File: config.mk
export PLATFORM = sky130hd
export DESIGN_NAME = freq_div_multi
export DESIGN_NICKNAME = d
export VERILOG_FILES = /design/src/rtl/freq_div_multi_pkg.sv /design/src/rtl/freq_div_multi_ch.sv /design/src/rtl/freq_div_multi.sv
export SDC_FILE = /design/constraint.sdc
export NUM_CORES = 1
export LEC_CHECK = 0
export ABC_CLOCK_PERIOD_IN_PS = 8800
export CORE_MARGIN = 8
export CORE_UTILIZATION = 55
export DETAILED_ROUTE_END_ITERATION = 10
export PLACE_DENSITY = 0.81
export SYNTH_ARGS = -nofsm -noshare
export SYNTH_HDL_FRONTEND = slang
export SYNTH_SLANG_ARGS = --single-unit
export TNS_END_PERCENT = 1
File: constraint.sdc
create_clock -name clk_i -period 8.8 [get_ports clk_i]
set_clock_uncertainty 0.05 [all_clocks]
set_input_delay 2.2 -clock clk_i [delete_from_list [all_inputs] [get_ports clk_i]]
set_output_delay 2.2 -clock clk_i [all_outputs]
set_load 0.005 [all_outputs]
File: src/rtl/freq_div_multi_pkg.sv
// Shared definitions for the multi-channel frequency divider.
//   ch_state_e      : per-channel FSM state encoding (idle, phase delay, high, low)
//   DefHigh/DefLow  : active high/low time loaded at reset (divide by 2)
//   DefPhase        : active phase delay loaded at reset
package freq_div_multi_pkg;

  typedef enum logic [1:0] {
    StIdle  = 2'd0,
    StDelay = 2'd1,
    StHigh  = 2'd2,
    StLow   = 2'd3
  } ch_state_e;

  localparam int unsigned DefHigh  = 1;
  localparam int unsigned DefLow   = 1;
  localparam int unsigned DefPhase = 0;

endpackage

File: src/rtl/freq_div_multi_ch.sv
// One divider channel: FSM, cycle counter, active/pending config and lock tracking.
//   clk_i, rst_i         : reference clock, asynchronous active-high reset
//   pwrdwn_i             : synchronous power-down (forces idle, keeps configs)
//   start_i              : align/restart pulse
//   we_i                 : write strobe for this channel's pending config
//   cfg_high_i/low_i/phase_i : config values captured on we_i
//   out_o                : registered channel clock
//   locked_o             : two clean periods since last apply/start/power-down
//   period_o             : high+low of the active config
module freq_div_multi_ch
  import freq_div_multi_pkg::*;
#(
  parameter int unsigned CNT_W = 8
) (
  input  logic             clk_i,
  input  logic             rst_i,
  input  logic             pwrdwn_i,
  input  logic             start_i,
  input  logic             we_i,
  input  logic [CNT_W-1:0] cfg_high_i,
  input  logic [CNT_W-1:0] cfg_low_i,
  input  logic [CNT_W-1:0] cfg_phase_i,
  output logic             out_o,
  output logic             locked_o,
  output logic [CNT_W:0]   period_o
);

  ch_state_e        state_q, state_d;
  logic [CNT_W-1:0] cnt_q, cnt_d;
  logic [CNT_W-1:0] act_high_q, act_high_d, act_low_q, act_low_d, act_phase_q, act_phase_d;
  logic [CNT_W-1:0] pend_high_q, pend_high_d, pend_low_q, pend_low_d;
  logic [CNT_W-1:0] pend_phase_q, pend_phase_d;
  logic             pend_valid_q, pend_valid_d;
  logic             out_q, out_d;
  logic             locked_q, locked_d;
  logic             seen_q, seen_d;  // one clean period already completed

  // Config that governs the next period if an apply happens this edge.
  logic [CNT_W-1:0] eff_high, eff_low, eff_phase;
  logic             eff_off;
  logic             apply, lock_clr, lock_tick;

  assign eff_high  = pend_valid_q ? pend_high_q  : act_high_q;
  assign eff_low   = pend_valid_q ? pend_low_q   : act_low_q;
  assign eff_phase = pend_valid_q ? pend_phase_q : act_phase_q;
  assign eff_off   = (eff_high == '0) || (eff_low == '0);

  always_comb begin
    state_d   = state_q;
    cnt_d     = cnt_q;
    apply     = 1'b0;
    lock_clr  = 1'b0;
    lock_tick = 1'b0;

    if (pwrdwn_i) begin
      state_d  = StIdle;
      lock_clr = 1'b1;
    end else if (start_i) begin
      apply    = pend_valid_q;
      lock_clr = 1'b1;
      if (eff_off) begin
        state_d = StIdle;
      end else if (eff_phase == '0) begin
        state_d = StHigh;
        cnt_d   = eff_high - CNT_W'(1);
      end else begin
        state_d = StDelay;
        cnt_d   = eff_phase - CNT_W'(1);
      end
    end else begin
      unique case (state_q)
        StIdle: begin
          // No period to protect, so a pending config lands right away.
          apply = pend_valid_q;
        end
        StDelay: begin
          if (cnt_q == '0) begin
            state_d = StHigh;
            cnt_d   = act_high_q - CNT_W'(1);
          end else begin
            cnt_d = cnt_q - CNT_W'(1);
          end
        end
        StHigh: begin
          if (cnt_q == '0) begin
            state_d = StLow;
            cnt_d   = act_low_q - CNT_W'(1);
          end else begin
            cnt_d = cnt_q - CNT_W'(1);
          end
        end
        StLow: begin
          if (cnt_q != '0) begin
            cnt_d = cnt_q - CNT_W'(1);
          end else if (pend_valid_q) begin
            // Period boundary: swap in the new config for the HIGH starting now.
            apply    = 1'b1;
            lock_clr = 1'b1;
            if (eff_off) begin
              state_d = StIdle;
            end else begin
              state_d = StHigh;
              cnt_d   = eff_high - CNT_W'(1);
            end
          end else begin
            state_d   = StHigh;
            cnt_d     = act_high_q - CNT_W'(1);
            lock_tick = 1'b1;
          end
        end
        default: state_d = StIdle;
      endcase
    end

    act_high_d  = act_high_q;
    act_low_d   = act_low_q;
    act_phase_d = act_phase_q;
    if (apply) begin
      act_high_d  = pend_high_q;
      act_low_d   = pend_low_q;
      act_phase_d = pend_phase_q;
    end

    // A write in the same edge as an apply survives as the next pending config.
    pend_high_d  = pend_high_q;
    pend_low_d   = pend_low_q;
    pend_phase_d = pend_phase_q;
    pend_valid_d = pend_valid_q & ~apply;
    if (we_i) begin
      pend_high_d  = cfg_high_i;
      pend_low_d   = cfg_low_i;
      pend_phase_d = cfg_phase_i;
      pend_valid_d = 1'b1;
    end

    locked_d = locked_q;
    seen_d   = seen_q;
    if (lock_clr || (state_d == StIdle)) begin
      locked_d = 1'b0;
      seen_d   = 1'b0;
    end else if (lock_tick) begin
      locked_d = locked_q | seen_q;
      seen_d   = 1'b1;
    end

    out_d = (state_d == StHigh);
  end

  always_ff @(posedge clk_i or posedge rst_i) begin
    if (rst_i) begin
      state_q      <= StIdle;
      cnt_q        <= '0;
      act_high_q   <= CNT_W'(DefHigh);
      act_low_q    <= CNT_W'(DefLow);
      act_phase_q  <= CNT_W'(DefPhase);
      pend_high_q  <= '0;
      pend_low_q   <= '0;
      pend_phase_q <= '0;
      pend_valid_q <= 1'b0;
      out_q        <= 1'b0;
      locked_q     <= 1'b0;
      seen_q       <= 1'b0;
    end else begin
      state_q      <= state_d;
      cnt_q        <= cnt_d;
      act_high_q   <= act_high_d;
      act_low_q    <= act_low_d;
      act_phase_q  <= act_phase_d;
      pend_high_q  <= pend_high_d;
      pend_low_q   <= pend_low_d;
      pend_phase_q <= pend_phase_d;
      pend_valid_q <= pend_valid_d;
      out_q        <= out_d;
      locked_q     <= locked_d;
      seen_q       <= seen_d;
    end
  end

  assign out_o    = out_q;
  assign locked_o = locked_q;
  // One extra bit so 255+255 does not wrap.
  assign period_o = {1'b0, act_high_q} + {1'b0, act_low_q};

endmodule

File: src/rtl/freq_div_multi.sv
// Multi-channel programmable clock divider with glitch-free reconfiguration.
//   clk_i, rst_i     : reference clock, asynchronous active-high reset
//   pwrdwn_i         : synchronous power-down for all channels
//   start_i          : aligns and (re)starts all channels
//   cfg_we_i, cfg_ch_i, cfg_high_i, cfg_low_i, cfg_phase_i : pending-config write port
//   out_o            : per-channel divided clocks (registered)
//   locked_o         : per-channel stable flags
//   out_period_o     : per-channel high+low, channel i at [i*(CNT_W+1) +: CNT_W+1]
module freq_div_multi
  import freq_div_multi_pkg::*;
#(
  parameter int unsigned NUM_CH = 4,
  parameter int unsigned CNT_W  = 8
) (
  input  logic                        clk_i,
  input  logic                        rst_i,
  input  logic                        pwrdwn_i,
  input  logic                        start_i,
  input  logic                        cfg_we_i,
  input  logic [$clog2(NUM_CH)-1:0]   cfg_ch_i,
  input  logic [CNT_W-1:0]            cfg_high_i,
  input  logic [CNT_W-1:0]            cfg_low_i,
  input  logic [CNT_W-1:0]            cfg_phase_i,
  output logic [NUM_CH-1:0]           out_o,
  output logic [NUM_CH-1:0]           locked_o,
  output logic [NUM_CH*(CNT_W+1)-1:0] out_period_o
);

  localparam int unsigned ChW = $clog2(NUM_CH);

  for (genvar i = 0; i < NUM_CH; i++) begin : g_ch
    logic ch_we;
    // Channel indices >= NUM_CH match no instance and are dropped.
    assign ch_we = cfg_we_i && (cfg_ch_i == ChW'(i));

    freq_div_multi_ch #(
      .CNT_W(CNT_W)
    ) u_ch (
      .clk_i      (clk_i),
      .rst_i      (rst_i),
      .pwrdwn_i   (pwrdwn_i),
      .start_i    (start_i),
      .we_i       (ch_we),
      .cfg_high_i (cfg_high_i),
      .cfg_low_i  (cfg_low_i),
      .cfg_phase_i(cfg_phase_i),
      .out_o      (out_o[i]),
      .locked_o   (locked_o[i]),
      .period_o   (out_period_o[i*(CNT_W+1) +: CNT_W+1])
    );
  end

endmodule

==> run metrics, run 1 <==
Worst-Margin Slew 1.04 ns; Clk Latency, worst-skew pair 0.54 ns; Peak VDD IR 0.325 mV; max_cap viols 0; post-route ant nets 0; Min-Delay Path Class flip-flop to flip-flop; number of antenna repair diodes 0; first-pass GRT wire length 68500 µm; most frequent CP cell o21ai_0; vias per cell 6.25; arrival time of the worst setup path 3.19 ns; CTS Root Buffer Type clkbuf_16; Async S/R FF share, synth 100%; postcts setup bufs 0; Netlist cell types 83; width of the die 188 µm; final std cells w/o fill 2065; Synth Net Count 1723; Finished Cell Area 18100 µm²; Routed WL per cell 20.3 µm; vias 12.9k; Setup CP Type flip-flop to output port; Slew Viols, Final 0; All-Layer GR Usage 23.3%; status finished clean; Crit path largest cell delay 0.58 ns; clk buf depth 3; First DRT Iteration DRCs 925; Post-DP HPWL 30000 µm; Crit Path Max Fanout 6; Startpoint Class flip-flop; sequence of cells on the critical path ha_1, inv_1, fa_1, nor2b_1, o21ai_0, a21boi_0, o21a_1, o21ai_0, nand2b_1, a21o_1, clkdlybuf4s50_1; num ports 75; final wirelength 41900 µm; number of flops mapped to enable cells by yosys 0; pwr/cell area 360 nW/µm²; Final Wtd Congestion 0.910; Rel. slew slack 30.9%; largest net degree at the start of global routing 171; Final period util 61.8%; H-tree depth 1; CP max-delay cell dfstp_2; f_max 184 MHz; IO Port Bufs 74; GR Overflow Total 0; ys flop type dfrtp_1; final setup TNS 0 ns; Setup crit end kind output port; leak pwr 0.00752 µW; area of placed instances 17200 µm²; Yosys reg bits 248; Seq/Total Area, Yosys 38.3%; Starting Density 55.3%; worst path required time 6.55 ns; Syn Inst Count 1616; clock-pin slew on the worst setup and hold paths 0.06 ns; area grow syn2layout 11.6%; CTS tree done; RSZ-0062 raised after global routing no; Mapped Area 16200 µm²; Die Area 35200 µm²; fin nets 1764; count of final hold-check violations 0; post-CTS resize count 0; syn_area_per_cell 10.0 µm²; initial antenna violation count 1; share of post-route cells with drive strength above 1 18.2%; number of CTS-inserted buffers 27; vias in the first global route 13.1k; First-pass DRT Iterations 5; Synth warnings 0; Post-CTS Hold Fix Bufs 0; Final setup viols 0; minimum clock period after layout 5.44 ns; critical path's top delay family compound AO/OA/AOI/OAI gates; row count 63; Core Region 29300 µm²; Buf+Inv Stages, Crit Path 2; Die H 188 µm; drt drc 0; Sink Count 248; dpl cells 2018
-- Yosys cell counts (7+ instances only) --
cell type	count	area, µm²
or3_1	11	68.8
o22ai_1	7	43.8
o31a_1	7	61.3
nor3_1	78	390
or2_2	7	43.8
o21a_1	10	75.1
ha_1	72	901
nand2b_1	13	81.3
o211ai_1	9	67.6
o221ai_1	7	61.3
o21ai_0	90	450
xor2_1	55	482
a211oi_1	17	128
nand3_1	19	95.1
xnor2_1	70	613
mux2i_1	62	621
a31oi_1	13	81.3
buf_4	9	67.6
mux2_2	202	2270
a21o_1	13	97.6
dfstp_2	8	210
nor4_1	22	138
or4_1	9	67.6
nor2b_1	11	68.8
a221oi_1	18	158
inv_1	70	263
clkbuf_1	35	131
dfrtp_1	240	6010
nor2_1	108	405
nor3b_1	27	203
buf_2	27	135
nand2_1	83	312
a21oi_1	75	375
-- area by class of cell --
type / instances / area [µm²]
sequential: 248 / 6220
clock inverter: 13 / 129
clock buffer: 34 / 752
timing repair buffer: 90 / 868
multi-input combinational: 1220 / 9370
inverter: 70 / 267
fill: 2355 / 11200
tap: 390 / 488
-- power by group --
group	leakage (µW)	internal, µW	switching (µW)
Clock	0.000439	661	471
Sequential	0.00298	1540	568
Combinational	0.00410	1740	1540
-- cells by family after synthesis --
group	count (synthesis)	synth area share, %
compound gates	330	13.5
fa+ha+maj	76	6.05
flops	248	38.3
xor+xnor	125	6.75
simple gates	424	13.4
mux	265	18.0
buf+inv	148	3.94
-- cells in the final DEF, fill, tap and decap left out, types with 8 or more instances in the layout --
cell type	instances
a31oi_1	13
a21oi_1	75
xnor2_1	70
nor2_1	108
mux2_2	202
dfstp_2	8
clkbuf_16	27
a221oi_1	18
nor3_1	78
nor3b_1	26
a21o_1	13
or4_1	9
ha_1	72
xor2_1	55
inv_1	69
o211ai_1	9
dfrtp_1	240
nand3_1	19
mux2i_1	62
nand2_1	83
o21ai_0	90
buf_4	15
clkdlybuf4s50_1	73
or3_1	11
o21a_1	10
nand2b_1	13
nor2b_1	11
a211oi_1	17
nor4_1	22
-- per-stage QoR --
step	setup WS [ns]	hold WS [ns]	total power (µW)	utilization (%)
after floorplan	3.30	0.407	4160	-
after CTS	3.33	0.458	6520	61.7
after global placement	4.02	0.433	5250	58.7
after global routing	3.09	0.472	6970	61.7
final	3.36	0.452	6520	61.7
after detailed placement	3.92	0.445	5360	58.7
-- worst paths after layout --
kind	endpoint	start	slack, ns	depth (start not counted)
max in group asynchronous	g_ch[1].u_ch.act_high_q[2]	rst_i	4.95	4
setup reg to reg	g_ch[0].u_ch.cnt_q[3]	g_ch[0].u_ch.pend_valid_q	5.33	8
hold / removal	g_ch[0].u_ch.locked_o	g_ch[0].u_ch.locked_o	0.45	2
min in group asynchronous	g_ch[2].u_ch.pend_high_q[1]	rst_i	2.29	3
setup / recovery	out_period_o[26]	g_ch[2].u_ch.act_high_q[0]	3.36	11
hold reg to reg	g_ch[0].u_ch.locked_o	g_ch[0].u_ch.locked_o	0.45	2
-- state kept, by name, summed over array words and instances (netlist names) --
| signal | cells |
|---|---|
| g_ch.u_ch.act_high_q | 32 |
| g_ch.u_ch.act_low_q | 32 |
| g_ch.u_ch.act_phase_q | 32 |
| g_ch.u_ch.cnt_q | 32 |
| g_ch.u_ch.pend_high_q | 32 |
| g_ch.u_ch.pend_low_q | 32 |
| g_ch.u_ch.pend_phase_q | 32 |
| g_ch.u_ch.state_q | 8 |
| g_ch.u_ch.locked_o | 4 |
| g_ch.u_ch.out_o | 4 |
| g_ch.u_ch.pend_valid_q | 4 |
| g_ch.u_ch.seen_q | 4 |
-- tightest hold or removal path, cell delays in order, from the launching register on --
cell	delay, ns
dfrtp_1	0.35
a21oi_1	0.04
nor2_1	0.07
-- per-layer routing --
layer / vias up / part of all wire, % / GRT usage, %
li1: 5983 / - / -
met1: 6410 / 43 / 29.7
met2: 415 / 49 / 40.0
met3: 96 / 5.5 / 3.88
met4: 2 / 2.7 / 7.27
met5: - / 0.038 / 0
Power figures use the tool's default switching activity.
==> run 2, diff against run 1 <==
ABC_CLOCK_PERIOD_IN_PS = 5690   (was 8800)
PLACE_DENSITY = 0.78   (was 0.81)
clock period = 5.69 ns   (was 8.8 ns; I/O delays follow)
==> run 2 against run 1 <==
  * Final cell count about the same
  * Final area up 0.15%
  * Utilization up 0.094 points
  * Combinational power up 54%
  * Critical endpoint unchanged
  * Largest power group unchanged
==> run metrics, run 2 (synthesis results as in run 1) <==
Post-DP HPWL 30100 µm (+0.28%); Startpoint Class flip-flop; num ports 75 (unchanged); fin nets 1763 (-0.057%); postcts setup bufs 0 (unchanged); first-pass GRT wire length 68400 µm (-0.10%); worst path required time 4.22 ns (-2.33 ns); critical path endpoint out_period_o[26]; Die H 188 µm (unchanged); status finished clean; dpl cells 2017 (-0.050%); clk buf depth 3 (unchanged); Final setup viols 0 (unchanged); Setup CP Type flip-flop to output port; Min-Delay Path Class flip-flop to flip-flop; post-CTS resize count 0 (unchanged); cell depth of the worst hold path 2 (unchanged); largest net degree at the start of global routing 169 (-1.2%); final wirelength 42000 µm (+0.41%); vias 12.8k (-1.1%); Sink Count 248 (unchanged); final std cells w/o fill 2067 (+0.097%); clock share of power 17.7% (+0.3 points); row count 63 (unchanged); register share of total power 32.6% (+0.2 points); Core Region 29300 µm² (unchanged); Setup WS pre-CTS 1.59 ns (-2.32 ns); Critical Path Stages 11 (unchanged); All-Layer GR Usage 23.4% (+0.089 points); initial antenna violation count 1 (unchanged); f_max 215 MHz; drt drc 0 (unchanged); area grow syn2layout 11.8%; Switching Share 39.3% (-0.21 points); RR Endpoint g_ch[2].u_ch.locked_o; Peak VDD IR 0.517 mV (+59%); part of the power in combinational logic 49.8% (-0.5 points); leading cell types in the layout, fill and taps excluded dfrtp_1, mux2_2, nor2_1; First DRT Iteration DRCs 982 (+6.2%); Reg2Reg Launch Point g_ch[2].u_ch.pend_valid_q; Buf+Inv Stages, Crit Path 2 (unchanged); Crit Path Max Fanout 6 (unchanged); Starting Density 55.3% (unchanged); share of post-route cells with drive strength above 1 18.0% (-0.20 points); R2R Setup Slk 2.16 ns (-3.17 ns); pwr/cell area 559 nW/µm² (+55%); IO Port Bufs 74 (unchanged); post-route ant nets 0 (unchanged); count of final hold-check violations 0 (unchanged); CTS tree done; most frequent CP cell o21ai_0; CTS Root Buffer Type clkbuf_16; H-tree depth 1 (unchanged); Post-CTS Hold Fix Bufs 0 (unchanged); Rel. slew slack 13.3% (-18 points); Setup crit end kind output port; Final Wtd Congestion 0.944 (+3.7%); minimum clock period after layout 4.66 ns; Psw 3980 µW (+54%); Routed WL per cell 20.3 µm (+0.31%); Clk Latency, worst-skew pair 0.55 ns (about the same); Slew Viols, Final 0 (unchanged); Final Worst Setup Slack 1.03 ns (-2.33 ns); Worst-Margin Slew 1.30 ns (+0.260 ns); CP max-delay cell dfstp_2; max_cap viols 0 (unchanged); GR Overflow Total 0 (unchanged); First-pass DRT Iterations 5 (unchanged); RSZ-0062 raised after global routing no; width of the die 188 µm (unchanged); Reg2Reg Depth 9 (+1); sequence of cells on the critical path ha_1, inv_1, fa_1, nor2b_1, o21ai_0, a21boi_0, o21a_1, o21ai_0, nand2b_1, a21o_1, clkdlybuf4s50_1; critical path's top delay family compound AO/OA/AOI/OAI gates; leak pwr 0.00752 µW (about the same); Final period util 81.9%; number of antenna repair diodes 0 (unchanged); clock-pin slew on the worst setup and hold paths 0.06 ns (about the same); final setup TNS 0 ns (unchanged); most common cell after layout, fill and taps aside dfrtp_1; Crit path largest cell delay 0.57 ns (about the same); Int Pwr 6140 µW (+56%); vias per cell 6.17 (-1.2%); arrival time of the worst setup path 3.19 ns (about the same); Die Area 35200 µm² (unchanged); crit path from g_ch[2].u_ch.act_high_q[0]; number of CTS-inserted buffers 27 (unchanged); vias in the first global route 12.9k (-1.4%)
run 2: worst min-delay path by stage:
| stage | startpoint | endpoint | slack [ns] |
|---|---|---|---|
| after global routing | g_ch[0].u_ch.seen_q | g_ch[0].u_ch.seen_q | 0.48 |
| after floorplan | g_ch[0].u_ch.cnt_q[7] | g_ch[0].u_ch.cnt_q[7] | 0.41 |
| after CTS | g_ch[0].u_ch.locked_o | g_ch[0].u_ch.locked_o | 0.45 |
| after global placement | g_ch[0].u_ch.locked_o | g_ch[0].u_ch.locked_o | 0.43 |
| after detailed placement | g_ch[0].u_ch.locked_o | g_ch[0].u_ch.locked_o | 0.44 |
| final | g_ch[0].u_ch.locked_o | g_ch[0].u_ch.locked_o | 0.45 |
run 2: power by group through the flow:
| stage | combinational [µW] | sequential, µW | clock, µW |
|---|---|---|---|
| floorplan | 3470 | 2960 | 0 |
| global placement | 4890 | 3260 | 0 |
| detailed placement | 4980 | 3300 | 0 |
| CTS | 5040 | 3270 | 1810 |
| global route | 5560 | 3390 | 1880 |
| finish | 5040 | 3290 | 1790 |
run 2: metal layers:
metal | GRT usage, % | vias to the layer above | part of all wire (%)
met2 | 40.1 | 434 | 49
met4 | 6.58 | 2 | 2.5
met5 | 0 | - | 0.031
li1 | - | 5984 | -
met1 | 30.1 | 6267 | 43
met3 | 3.92 | 73 | 5.9
run 2: area by class of cell:
cell class / count / area [µm²]
clock buffers: 41 / 798
clock inverters: 9 / 118
fillers: 2393 / 11200
repair buffers: 89 / 861
well taps: 390 / 488
inverters: 70 / 267
multi-input cells: 1220 / 9370
flip-flops and latches: 248 / 6220
run 2: worst reg2reg max path, delay by kind of cell (launching register included):
kind	cells	cell delay (ns)
compound gates	5	1.20
fa+ha+maj	1	0.31
buf+inv	1	0.07
flops	1	0.94
mux	1	0.39
simple gates	1	0.43
run 2: per-stage QoR:
stage	cell area (µm²)	util (%)	total power, µW	hold slack (ns)
floorplan	16200	-	6430	0.407
global placement	17200	58.7	8140	0.430
detailed placement	17200	58.7	8280	0.440
CTS	18100	61.8	10100	0.454
global route	18100	61.8	10800	0.475
finish	18100	61.8	10100	0.447
